`src/rtl/dma_axi_rd_burst.sv`:
```
`default_nettype none
// ============================================================================
// Module : dma_axi_rd_burst
// Brief  : AXI4 read DMA; splits one command into capped, 4 KB-safe INCR bursts.
// Rev    : 1.0
// ============================================================================
module dma_axi_rd_burst #(
  parameter int ADDR_W    = 32,
  parameter int DATA_W    = 32,
  parameter int LEN_W     = 8,
  parameter int CNT_W     = 16,
  parameter int MAX_BURST = 16,
  parameter int ID_W      = 1
) (
  input  logic              clk,
  input  logic              rst,
  input  logic              start,
  input  logic [ADDR_W-1:0] start_addr,
  input  logic [CNT_W-1:0]  num_beats,
  output logic              busy,
  output logic              done,
  output logic              error,
  output logic              out_valid,
  output logic [DATA_W-1:0] out_data,
  output logic              out_last,
  input  logic              out_ready,
  output logic [ID_W-1:0]   m_axi_arid,
  output logic              m_axi_arlock,
  output logic [3:0]        m_axi_arqos,
  output logic [3:0]        m_axi_arcache,
  output logic [2:0]        m_axi_arprot,
  output logic [ADDR_W-1:0] m_axi_araddr,
  output logic [LEN_W-1:0]  m_axi_arlen,
  output logic [2:0]        m_axi_arsize,
  output logic [1:0]        m_axi_arburst,
  output logic              m_axi_arvalid,
  input  logic              m_axi_arready,
  input  logic [DATA_W-1:0] m_axi_rdata,
  input  logic [1:0]        m_axi_rresp,
  input  logic              m_axi_rlast,
  input  logic              m_axi_rvalid,
  output logic              m_axi_rready
);
  localparam int SIZE   = $clog2(DATA_W / 8);
  localparam int BCNT_W = $clog2(MAX_BURST) + 1;
  localparam int CMP_W  = (CNT_W > 13) ? CNT_W : 13;
  localparam logic [ADDR_W-1:0] ALIGN_MASK = ~ADDR_W'((1 << SIZE) - 1);

  typedef enum logic [1:0] {
    S_IDLE = 2'd0,
    S_ADDR = 2'd1,
    S_DATA = 2'd2
  } state_t;

  state_t              r_state, w_state_nxt;
  logic [ADDR_W-1:0]   r_addr;
  logic [CNT_W-1:0]    r_remaining;
  logic [BCNT_W-1:0]   r_blen;
  logic [BCNT_W-1:0]   r_beat;
  logic [ADDR_W-1:0]   r_araddr;
  logic [LEN_W-1:0]    r_arlen;
  logic                r_arvalid;
  logic                r_done;
  logic                r_error;

  logic                w_beat_acc;
  logic                w_burst_last;
  logic [ADDR_W-1:0]   w_base_addr;
  logic [CNT_W-1:0]    w_base_rem;
  logic [12:0]         w_to_bound;
  logic [CMP_W-1:0]    w_min;
  logic [BCNT_W-1:0]   w_blen_nxt;

  assign w_beat_acc   = (r_state == S_DATA) && m_axi_rvalid && out_ready;
  assign w_burst_last = (r_beat == r_blen - 1'b1);

  // Address/remaining for the burst about to be issued: the new command in
  // IDLE, otherwise the position just past the burst now completing.
  always_comb begin
    w_base_addr = (r_state == S_IDLE) ? (start_addr & ALIGN_MASK)
                                      : r_addr + (ADDR_W'(r_blen) << SIZE);
    w_base_rem  = (r_state == S_IDLE) ? num_beats : r_remaining - CNT_W'(r_blen);
    w_to_bound  = (13'd4096 - {1'b0, w_base_addr[11:0]}) >> SIZE;
    w_min       = CMP_W'(MAX_BURST);
    if (CMP_W'(w_to_bound) < w_min) w_min = CMP_W'(w_to_bound);
    if (CMP_W'(w_base_rem) < w_min) w_min = CMP_W'(w_base_rem);
    w_blen_nxt  = BCNT_W'(w_min);
  end

  always_ff @(posedge clk or posedge rst) begin
    if (rst) r_state <= S_IDLE;
    else     r_state <= w_state_nxt;
  end

  always_comb begin
    w_state_nxt = r_state;
    case (r_state)
      S_IDLE: if (start && (num_beats != '0)) w_state_nxt = S_ADDR;
      S_ADDR: if (m_axi_arready) w_state_nxt = S_DATA;
      S_DATA: if (w_beat_acc && w_burst_last)
                w_state_nxt = (w_base_rem == '0) ? S_IDLE : S_ADDR;
      default: w_state_nxt = S_IDLE;
    endcase
  end

  always_ff @(posedge clk or posedge rst) begin
    if (rst) begin
      r_addr      <= '0;
      r_remaining <= '0;
      r_blen      <= '0;
      r_beat      <= '0;
      r_araddr    <= '0;
      r_arlen     <= '0;
      r_arvalid   <= 1'b0;
      r_done      <= 1'b0;
      r_error     <= 1'b0;
    end else begin
      r_done <= 1'b0;
      case (r_state)
        S_IDLE: begin
          if (start) begin
            r_error <= 1'b0;
            if (num_beats == '0) begin
              r_done <= 1'b1;
            end else begin
              r_addr      <= w_base_addr;
              r_remaining <= num_beats;
              r_blen      <= w_blen_nxt;
              r_beat      <= '0;
              r_araddr    <= w_base_addr;
              r_arlen     <= LEN_W'(w_blen_nxt - 1'b1);
              r_arvalid   <= 1'b1;
            end
          end
        end
        S_ADDR: if (m_axi_arready) r_arvalid <= 1'b0;
        S_DATA: begin
          if (w_beat_acc) begin
            r_beat <= r_beat + 1'b1;
            if ((m_axi_rresp != 2'b00) || (m_axi_rlast != w_burst_last)) r_error <= 1'b1;
            // Burst ends by beat count regardless of what rlast claimed.
            if (w_burst_last) begin
              r_addr      <= w_base_addr;
              r_remaining <= w_base_rem;
              r_beat      <= '0;
              if (w_base_rem == '0) begin
                r_done <= 1'b1;
              end else begin
                r_blen    <= w_blen_nxt;
                r_araddr  <= w_base_addr;
                r_arlen   <= LEN_W'(w_blen_nxt - 1'b1);
                r_arvalid <= 1'b1;
              end
            end
          end
        end
        default: r_arvalid <= 1'b0;
      endcase
    end
  end

  assign busy          = (r_state != S_IDLE);
  assign done          = r_done;
  assign error         = r_error;
  assign out_valid     = (r_state == S_DATA) && m_axi_rvalid;
  assign out_data      = m_axi_rdata;
  assign out_last      = out_valid && w_burst_last && (r_remaining == CNT_W'(r_blen));
  assign m_axi_rready  = (r_state == S_DATA) && out_ready;
  assign m_axi_arid    = '0;
  assign m_axi_arlock  = 1'b0;
  assign m_axi_arqos   = 4'h0;
  assign m_axi_arcache = 4'h2;
  assign m_axi_arprot  = 3'b010;
  assign m_axi_araddr  = r_araddr;
  assign m_axi_arlen   = r_arlen;
  assign m_axi_arsize  = 3'(SIZE);
  assign m_axi_arburst = 2'b01;
  assign m_axi_arvalid = r_arvalid;
endmodule
`default_nettype wire

```
`config.mk`:
```
export PLATFORM = sky130hd
export DESIGN_NAME = dma_axi_rd_burst
export DESIGN_NICKNAME = d
export VERILOG_FILES = /design/src/rtl/dma_axi_rd_burst.sv
export SDC_FILE = /design/constraint.sdc
export NUM_CORES = 1
export LEC_CHECK = 0
export ABC_AREA = 1
export BUFFER_PORTS_ARGS = -buffer_cell sky130_fd_sc_hd__buf_2
export CAP_MARGIN = 5
export CORE_MARGIN = 1
export CORE_UTILIZATION = 49
export CTS_CLUSTER_SIZE = 10
export DETAILED_ROUTE_END_ITERATION = 10
export GPL_ROUTABILITY_DRIVEN = 0
export PLACE_DENSITY = 0.81
export SLEW_MARGIN = 0
export SYNTH_ARGS = -nofsm -noshare
export SYNTH_HDL_FRONTEND = slang
export SYNTH_SLANG_ARGS = --single-unit
export TNS_END_PERCENT = 100
```
`constraint.sdc`:
```
create_clock -name clk -period 3.4 [get_ports clk]
set_clock_uncertainty 0.05 [all_clocks]
set_input_delay 0.17 -clock clk [delete_from_list [all_inputs] [get_ports clk]]
set_output_delay 0.17 -clock clk [all_outputs]
set_load 0.01 [all_outputs]
```
==> flow_metrics.env, run 1 <==
export IMPL_hold_viol_final=0
export IMPL_row_count=42
export IMPL_path_class="register to register"
export IMPL_slew_headroom_pct=55.0
export IMPL_grt_pass1_vias=6518
export IMPL_fillers=1031
export IMPL_die_y_microns=121
export IMPL_slowest_delay_ns=0.45
export IMPL_synth_ff_type="dfrtp_1"
export IMPL_synth_seq_cells=101
export IMPL_antenna_found_initial=0
export IMPL_synth_enable_flop_cells=0
export IMPL_worstReg2RegStart="r_blen[2]"
export IMPL_grt_usage_pct=27.3
export IMPL_fmax_mhz=243
export IMPL_finalWorstSetupSlack_ns=-0.717
export IMPL_timing_hold_ws_ns=0.0189
export IMPL_synth_distinct_cells=51
export IMPL_layout_drive_gt1_share_pct=32.5
export IMPL_required_ns=3.60
export IMPL_final_core_util_pct=66.8
export IMPL_start_util_pct=51.2
export IMPL_path_clk_slew_ns=0.08
export IMPL_cp_arrival_ns=4.31
export IMPL_power_total_mw=8.77
export IMPL_synth_area_per_cell_sq_um=7.46
export IMPL_cp_max_fo=7
export IMPL_dr_first_iter_drc_count=771
export IMPL_multi_input_area_sq_mm=0.00396
export IMPL_place_hpwl_microns=13400
export IMPL_syn2layout_area_growth_pct=30.5
export IMPL_cts_tree="built"
export IMPL_seqCellArea_sq_mm=0.00253
export IMPL_ys_seq_area_share_pct=36.7
export IMPL_violations="setup timing"
export IMPL_startpoint_type="register"
export IMPL_async_reset_ff_share_pct=100
export IMPL_clock_sinks=101
export IMPL_drt_total_wl_microns=22600
export IMPL_numCtsBuffers=9
export IMPL_setup_viol=17
export IMPL_clk_path_buf_depth=2
export IMPL_synth_area_sq_mm=0.00688
export IMPL_layout_min_cycle_time_ns=4.12
export IMPL_ir_drop_v=0.000477
export IMPL_postSynthCellCount=923
export IMPL_min_from="start"
export IMPL_first_pass_iters=5
export IMPL_slew_viol_final=0
export IMPL_maxCapViolCount=0
export IMPL_coreArea_sq_mm=0.0135
export IMPL_endpoint_kind="register"
export IMPL_cp_slowest_cell="dfrtp_1"
export IMPL_ctsHtreeMaxLevel=3
export IMPL_dieArea_sq_mm=0.0145
export IMPL_port_buffer_count=101
export IMPL_p_leak_nw=4.55
export IMPL_ioPinCount=186
export IMPL_antenna_cells=0
export IMPL_grt_pass1_wl_microns=31100
export IMPL_synth_yosys_warnings=0
export IMPL_cp_startpoint="r_blen[2]"
export IMPL_ctsRootBufferMaster="clkbuf_16"
export IMPL_worstMarginPinSlew_ns=0.674
export IMPL_crit_top_cell="nand2_1"
export IMPL_route_detailed_drc=0
export IMPL_insertion_delay_ns=0.37
export IMPL_placedCellCount=1224
export IMPL_fin_crit_sh_pct=121
export IMPL_pwr_density_cell_mw_per_mm2=976
export IMPL_overflow=0
export IMPL_min_path_type="primary input to register"
export IMPL_fin_nets=1215
export IMPL_grt_start_max_net_pins=61
export IMPL_outcome="complete, but fails checks"
export IMPL_rsz0062_at_grt="true"
export IMPL_vias_per_cell=5.72
export IMPL_postRouteAntennaNets=0
export IMPL_num_vias=7328
export IMPL_wire_per_inst_microns=17.6
export IMPL_fin_cells=1282
export IMPL_die_width_microns=121
==> worst paths after layout <==
kind	endpoint	slack, ns	depth (start not counted)
hold reg to reg	m_axi_araddr[18]	0.42	2
setup reg to reg	m_axi_arlen[4]	-0.72	28
setup / recovery	m_axi_arlen[4]	-0.72	28
hold / removal	done	0.02	3
min in group asynchronous	r_addr[17]	0.38	3
max in group asynchronous	r_state[1]	2.05	4
==> layout make-up <==
cell class,instances,area share [%]
Clock buffer,9,2.51
Inverter,101,4.33
Clock inverter,7,1.21
Sequential cell,101,28.1
Tap cell,176,2.45
Timing Repair Buffer,227,17.3
Multi-Input combinational cell,661,44.1
==> Yosys cell counts (3+ instances only) <==
library cell | n | area, sq um
nand2_1 | 236 | 886
dfrtp_1 | 101 | 2530
inv_1 | 97 | 364
nor2_1 | 81 | 304
buf_4 | 57 | 428
o21ai_0 | 54 | 270
nand3_1 | 42 | 210
a31oi_1 | 29 | 181
a21oi_1 | 24 | 120
ha_1 | 23 | 288
xor2_1 | 22 | 193
o21ai_1 | 17 | 85.1
nand4_1 | 15 | 93.8
clkbuf_1 | 12 | 45.0
nor3_1 | 9 | 45.0
nor4_1 | 9 | 56.3
buf_2 | 8 | 40.0
nand2_2 | 6 | 37.5
or2_2 | 6 | 37.5
xnor2_1 | 6 | 52.6
o21a_1 | 5 | 37.5
o21ai_2 | 5 | 43.8
nor2_4 | 4 | 45.0
o22ai_1 | 4 | 25.0
o31ai_1 | 4 | 30.0
a22oi_1 | 3 | 22.5
clkbuf_8 | 3 | 41.3
inv_2 | 3 | 11.3
nand3_2 | 3 | 30.0
nor2_2 | 3 | 18.8
==> layout by cell type, fill, tap and decap left out, types with 5 or more instances in the layout <==
master,count
o21ai_2,15
clkbuf_16,11
buf_4,112
inv_1,89
buf_6,7
ha_1,14
nor4_1,7
o21ai_1,16
xnor2_1,5
a21oi_1,21
nand2_2,12
buf_2,101
nor3_1,8
o21a_1,5
nand3_2,9
nand4_1,15
nor2_1,73
nand2_1,215
nor2_2,6
dfrtp_1,100
a31oi_1,28
nor2_4,9
xor2_1,21
nand2_4,17
inv_2,8
nand3_1,32
conb_1,24
ha_4,8
a21oi_2,5
o21ai_0,44
or2_2,6
==> flip-flops by register name, summed over array words and instances, names as in the netlist <==
name,count
r_remaining,16
m_axi_arvalid,1
m_axi_araddr,32
r_addr,32
done,1
m_axi_arlen,6
r_beat,5
r_state,2
r_blen,5
error,1
==> cell families after synthesis <==
kind of cell,share of synthesized area [%]
compound gates,12.8
xor+xnor,3.56
buf+inv,13.9
simple gates,28.0
mux,0.145
other cells,0.109
flops,36.7
fa+ha+maj,4.76
==> through the flow <==
stage | TNS, ns | worst slack (ns) | instance area (sq um)
final | -5.92 | -0.717 | 8980
after global routing | -9.54 | -0.880 | 8980
after CTS | -1.22 | -0.195 | 8510
after detailed placement | -2.96 | -0.332 | 7810
after global placement | -2.42 | -0.262 | 7810
after floorplan | -0.132 | -0.0944 | 6980
==> per-layer routing <==
metal,share of wire (%),GRT usage (%),vias up
met5,0,0,-
met3,9.0,6.46,121
met2,47,45.2,486
met1,38,33.2,3426
met4,5.9,13.8,0
li1,-,-,3295
==> worst max-delay path: cells and delay by family, from the launching register on <==
family	cells	cell delay (ns)
simple gates	20	1.93
fa+ha+maj	3	0.74
compound gates	3	0.54
flops	1	0.45
buf+inv	2	0.27
==> power by group <==
part | internal (mW) | switching, mW | total [mW] | leakage (nW)
combinational | 2.31 | 3.10 | 5.42 | 3.16
clock | 0.665 | 0.538 | 1.20 | 0.165
sequential | 1.71 | 0.442 | 2.15 | 1.22
==> repair_timing <==
item	in CTS	in global routing
hold buffers	2	0
setup endpoints to repair	46	50
endpoints found under the hold margin	49	0
pin swaps	11	29
setup buffers	27	16
resized for setup	34	86
gates cloned	0	2
No activity file was read; power rests on OpenSTA's default activity.
==> run 2, diff against run 1 <==
--- a/config.mk
+++ b/config.mk
@@ -5,7 +5,6 @@
 export SDC_FILE = /design/constraint.sdc
 export NUM_CORES = 1
 export LEC_CHECK = 0
-export ABC_AREA = 1
 export BUFFER_PORTS_ARGS = -buffer_cell sky130_fd_sc_hd__buf_2
 export CAP_MARGIN = 5
 export CORE_MARGIN = 1
@@ -13,6 +12,7 @@
 export CTS_CLUSTER_SIZE = 10
 export DETAILED_ROUTE_END_ITERATION = 10
 export GPL_ROUTABILITY_DRIVEN = 0
+export GPL_TIMING_DRIVEN = 0
 export PLACE_DENSITY = 0.81
 export SLEW_MARGIN = 0
 export SYNTH_ARGS = -nofsm -noshare
==> run 2 against run 1 <==
The flow still finishes with violations (setup timing). Cell count decreased by 3.3%. Worst hold slack got worse by 0.0035 ns. Register-to-register slack got worse by 1.3 ns. Combinational power increased by 35%. First-iteration DRC count increased by 16%. Synthesized cell count decreased by 9.9%. Critical endpoint unchanged. Sequential cell count unchanged. Maximum frequency decreased by 24%. Global-route usage increased by 3.0 points. Utilization increased by 2.2 points. Total power increased by 22%. Area after synthesis increased by 1.7%.
==> flow_metrics.env, run 2 <==
export IMPL_route_detailed_drc=0
export IMPL_path_clk_slew_ns=0.07
export IMPL_worstMarginPinSlew_ns=1.01
export IMPL_synth_area_per_cell_sq_um=8.41
export IMPL_place_hpwl_microns=14500
export IMPL_synthMostInstantiatedCell="nand2_1"
export IMPL_worstReg2RegStart="r_blen[1]"
export IMPL_layout_drive_gt1_share_pct=37.8
export IMPL_highest_layer="met4"
export IMPL_dieArea_sq_mm=0.0148
export IMPL_fin_tns_setup_ns=-47.21
export IMPL_num_vias=7607
export IMPL_slowest_delay_ns=0.56
export IMPL_async_reset_ff_share_pct=100
export IMPL_wl_met3_microns=2150
export IMPL_numCtsBuffers=9
export IMPL_ys_seq_area_share_pct=36.1
export IMPL_postSynthCellCount=832
export IMPL_required_ns=3.59
export IMPL_synth_area_sq_mm=0.00700
export IMPL_grt_pass1_vias=6808
export IMPL_row_count=43
export IMPL_synth_enable_flop_cells=0
export IMPL_grt_pass1_wl_microns=34500
export IMPL_antenna_cells=0
export IMPL_port_buffer_count=133
export IMPL_fin_crit_sh_pct=160
export IMPL_vias_per_cell=6.13
export IMPL_clock_sinks=101
export IMPL_cts_tree="built"
export IMPL_fin_cells=1240
export IMPL_cp_arrival_ns=5.64
export IMPL_grt_start_max_net_pins=71
export IMPL_endpoint_kind="register"
export IMPL_slew_viol_final=0
export IMPL_cp_max_fo=7
export IMPL_final_core_util_pct=69.0
export IMPL_maxCapViolCount=0
export IMPL_first_pass_iters=6
export IMPL_timing_hold_ws_ns=0.0154
export IMPL_ctsHtreeMaxLevel=3
export IMPL_dr_first_iter_drc_count=898
export IMPL_grt_usage_pct=30.4
export IMPL_cp_startpoint="r_blen[1]"
export IMPL_syn2layout_area_growth_pct=36.8
export IMPL_final_common_cell="buf_2"
export IMPL_layout_min_cycle_time_ns=5.45
export IMPL_yosys_top_cells_count="nand2_1 (109), dfrtp_1 (101), nor2_1 (74), o21ai_0 (66), buf_4 (54)"
export IMPL_synth_top_cell_area_share_pct=36.1
export IMPL_overflow=0
export IMPL_fin_nets=1169
export IMPL_finalWorstSetupSlack_ns=-2.05
export IMPL_outcome="complete, but fails checks"
export IMPL_min_from="m_axi_arready"
export IMPL_met1Wirelength_microns=8970
export IMPL_antenna_found_initial=0
export IMPL_cp_slowest_cell="or4_4"
export IMPL_dr_wl_met2_microns=11400
export IMPL_fillers=1022
export IMPL_seqCellArea_sq_mm=0.00253
export IMPL_final_cell_mix="buf_2 (138), dfrtp_1 (97), nand2_1 (96), buf_4 (86), nor2_1 (74)"
export IMPL_rsz0062_at_grt="true"
export IMPL_drt_total_wl_microns=24000
export IMPL_coreArea_sq_mm=0.0139
export IMPL_crit_chain="ha_1 > a21oi_1 > o2111ai_4 > xnor2_1 > a21oi_1 > or4_4 > or3_4 > buf_4 > or2_2 > ha_2 > nor3_4 > o21ai_1 > o31a_1 > or2_1 > buf_6 > o22a_4 > ha_4 > buf_4 > nand2b_1 > mux2i_1 > mux2i_1 > o21ai_1"
export IMPL_multi_input_area_sq_mm=0.00440
export IMPL_ir_drop_v=0.000511
export IMPL_fin_area_sq_mm=0.00958
export IMPL_postRouteAntennaNets=0
export IMPL_ctsRootBufferMaster="clkbuf_16"
export IMPL_fmax_mhz=184
export IMPL_die_y_microns=122
export IMPL_startpoint_type="register"
export IMPL_path_class="register to register"
export IMPL_hold_viol_final=0
export IMPL_synth_distinct_cells=70
export IMPL_die_width_microns=122
export IMPL_violations="setup timing"
export IMPL_placedCellCount=1168
export IMPL_p_leak_nw=4.40
export IMPL_synth_ff_type="dfrtp_1"
export IMPL_clk_path_buf_depth=2
export IMPL_placed_area_sq_mm=0.00808
export IMPL_synth_yosys_warnings=0
export IMPL_start_util_pct=50.4
export IMPL_insertion_delay_ns=0.36
export IMPL_synth_area_leaders="dfrtp_1 (36%), nand2_1 (5.8%), buf_4 (5.8%)"
export IMPL_min_path_type="primary input to register"
export IMPL_pwr_density_cell_mw_per_mm2=1110
export IMPL_wire_per_inst_microns=19.3
export IMPL_slew_headroom_pct=32.2
export IMPL_synth_largest_area_cell="dfrtp_1"
export IMPL_synth_seq_cells=101
export IMPL_setup_viol=46
export IMPL_ioPinCount=186
-- run 2: layout make-up --
type	instances	area share (%)
inverters	27	1.16
repair buffers	195	14.2
clock buffers	9	2.35
flip-flops and latches	101	26.4
clock inverters	7	0.836
well taps	180	2.35
plain buffers	89	6.70
multi-input cells	632	46.0
-- run 2: power breakdown --
group,internal [mW],switching (mW),total (mW)
combinational,3.21,4.10,7.30
sequential,1.75,0.509,2.26
clock,0.583,0.512,1.10
total,5.54,5.12,10.7
-- run 2: path summary, 6_finish.rpt --
check	endpoint	slack (ns)	cells after the start
max reg2reg	m_axi_arlen[4]	-2.05	22
max in group asynchronous	r_blen[1]	2.25	4
min in group asynchronous	m_axi_araddr[15]	0.32	3
min	r_state[1]	0.02	3
max	m_axi_arlen[4]	-2.05	22
min reg2reg	m_axi_arlen[3]	0.44	2
-- run 2: critical path, delay by kind of cell, from the launching register on --
kind | cells | cell delay [ns]
AO/OA/AOI/OAI | 7 | 1.41
multiplexers | 2 | 0.25
XOR/XNOR | 1 | 0.27
AND/OR/NAND/NOR | 6 | 1.70
adder cells (fa/ha/maj) | 3 | 0.72
buffers and inverters | 3 | 0.42
flip-flops | 1 | 0.47
-- run 2: repair_timing --
action,CTS,global route
endpoints found under the hold margin,31,0
hold buffers,1,0
gates resized for setup,118,68
buffers inserted,32,31
gates cloned,6,0
pin swaps,23,25
setup endpoints to repair,88,69
-- run 2: cell families after synthesis --
| group | share of synthesized area [%] |
|---|---|
| XOR/XNOR | 4.76 |
| AND/OR/NAND/NOR | 20.2 |
| AO/OA/AOI/OAI | 18.8 |
| multiplexers | 5.40 |
| flip-flops | 36.1 |
| adder cells (fa/ha/maj) | 4.68 |
| other | 0.107 |
| buffers and inverters | 9.96 |
-- run 2: stage by stage --
| stage | setup slack, ns | power (mW) |
|---|---|---|
| after floorplan | -1.61 | 5.84 |
| after global placement | -2.22 | 7.18 |
| after detailed placement | -2.25 | 7.32 |
| after CTS | -1.81 | 9.88 |
| after global routing | -2.12 | 11.2 |
| final | -2.05 | 10.7 |
-- run 2: routing by layer --
metal | GRT usage [%] | up-vias
li1 | - | 3337
met1 | 37.5 | 3647
met2 | 48.8 | 482
met3 | 6.16 | 141
met4 | 18.5 | 0
met5 | 0 | -
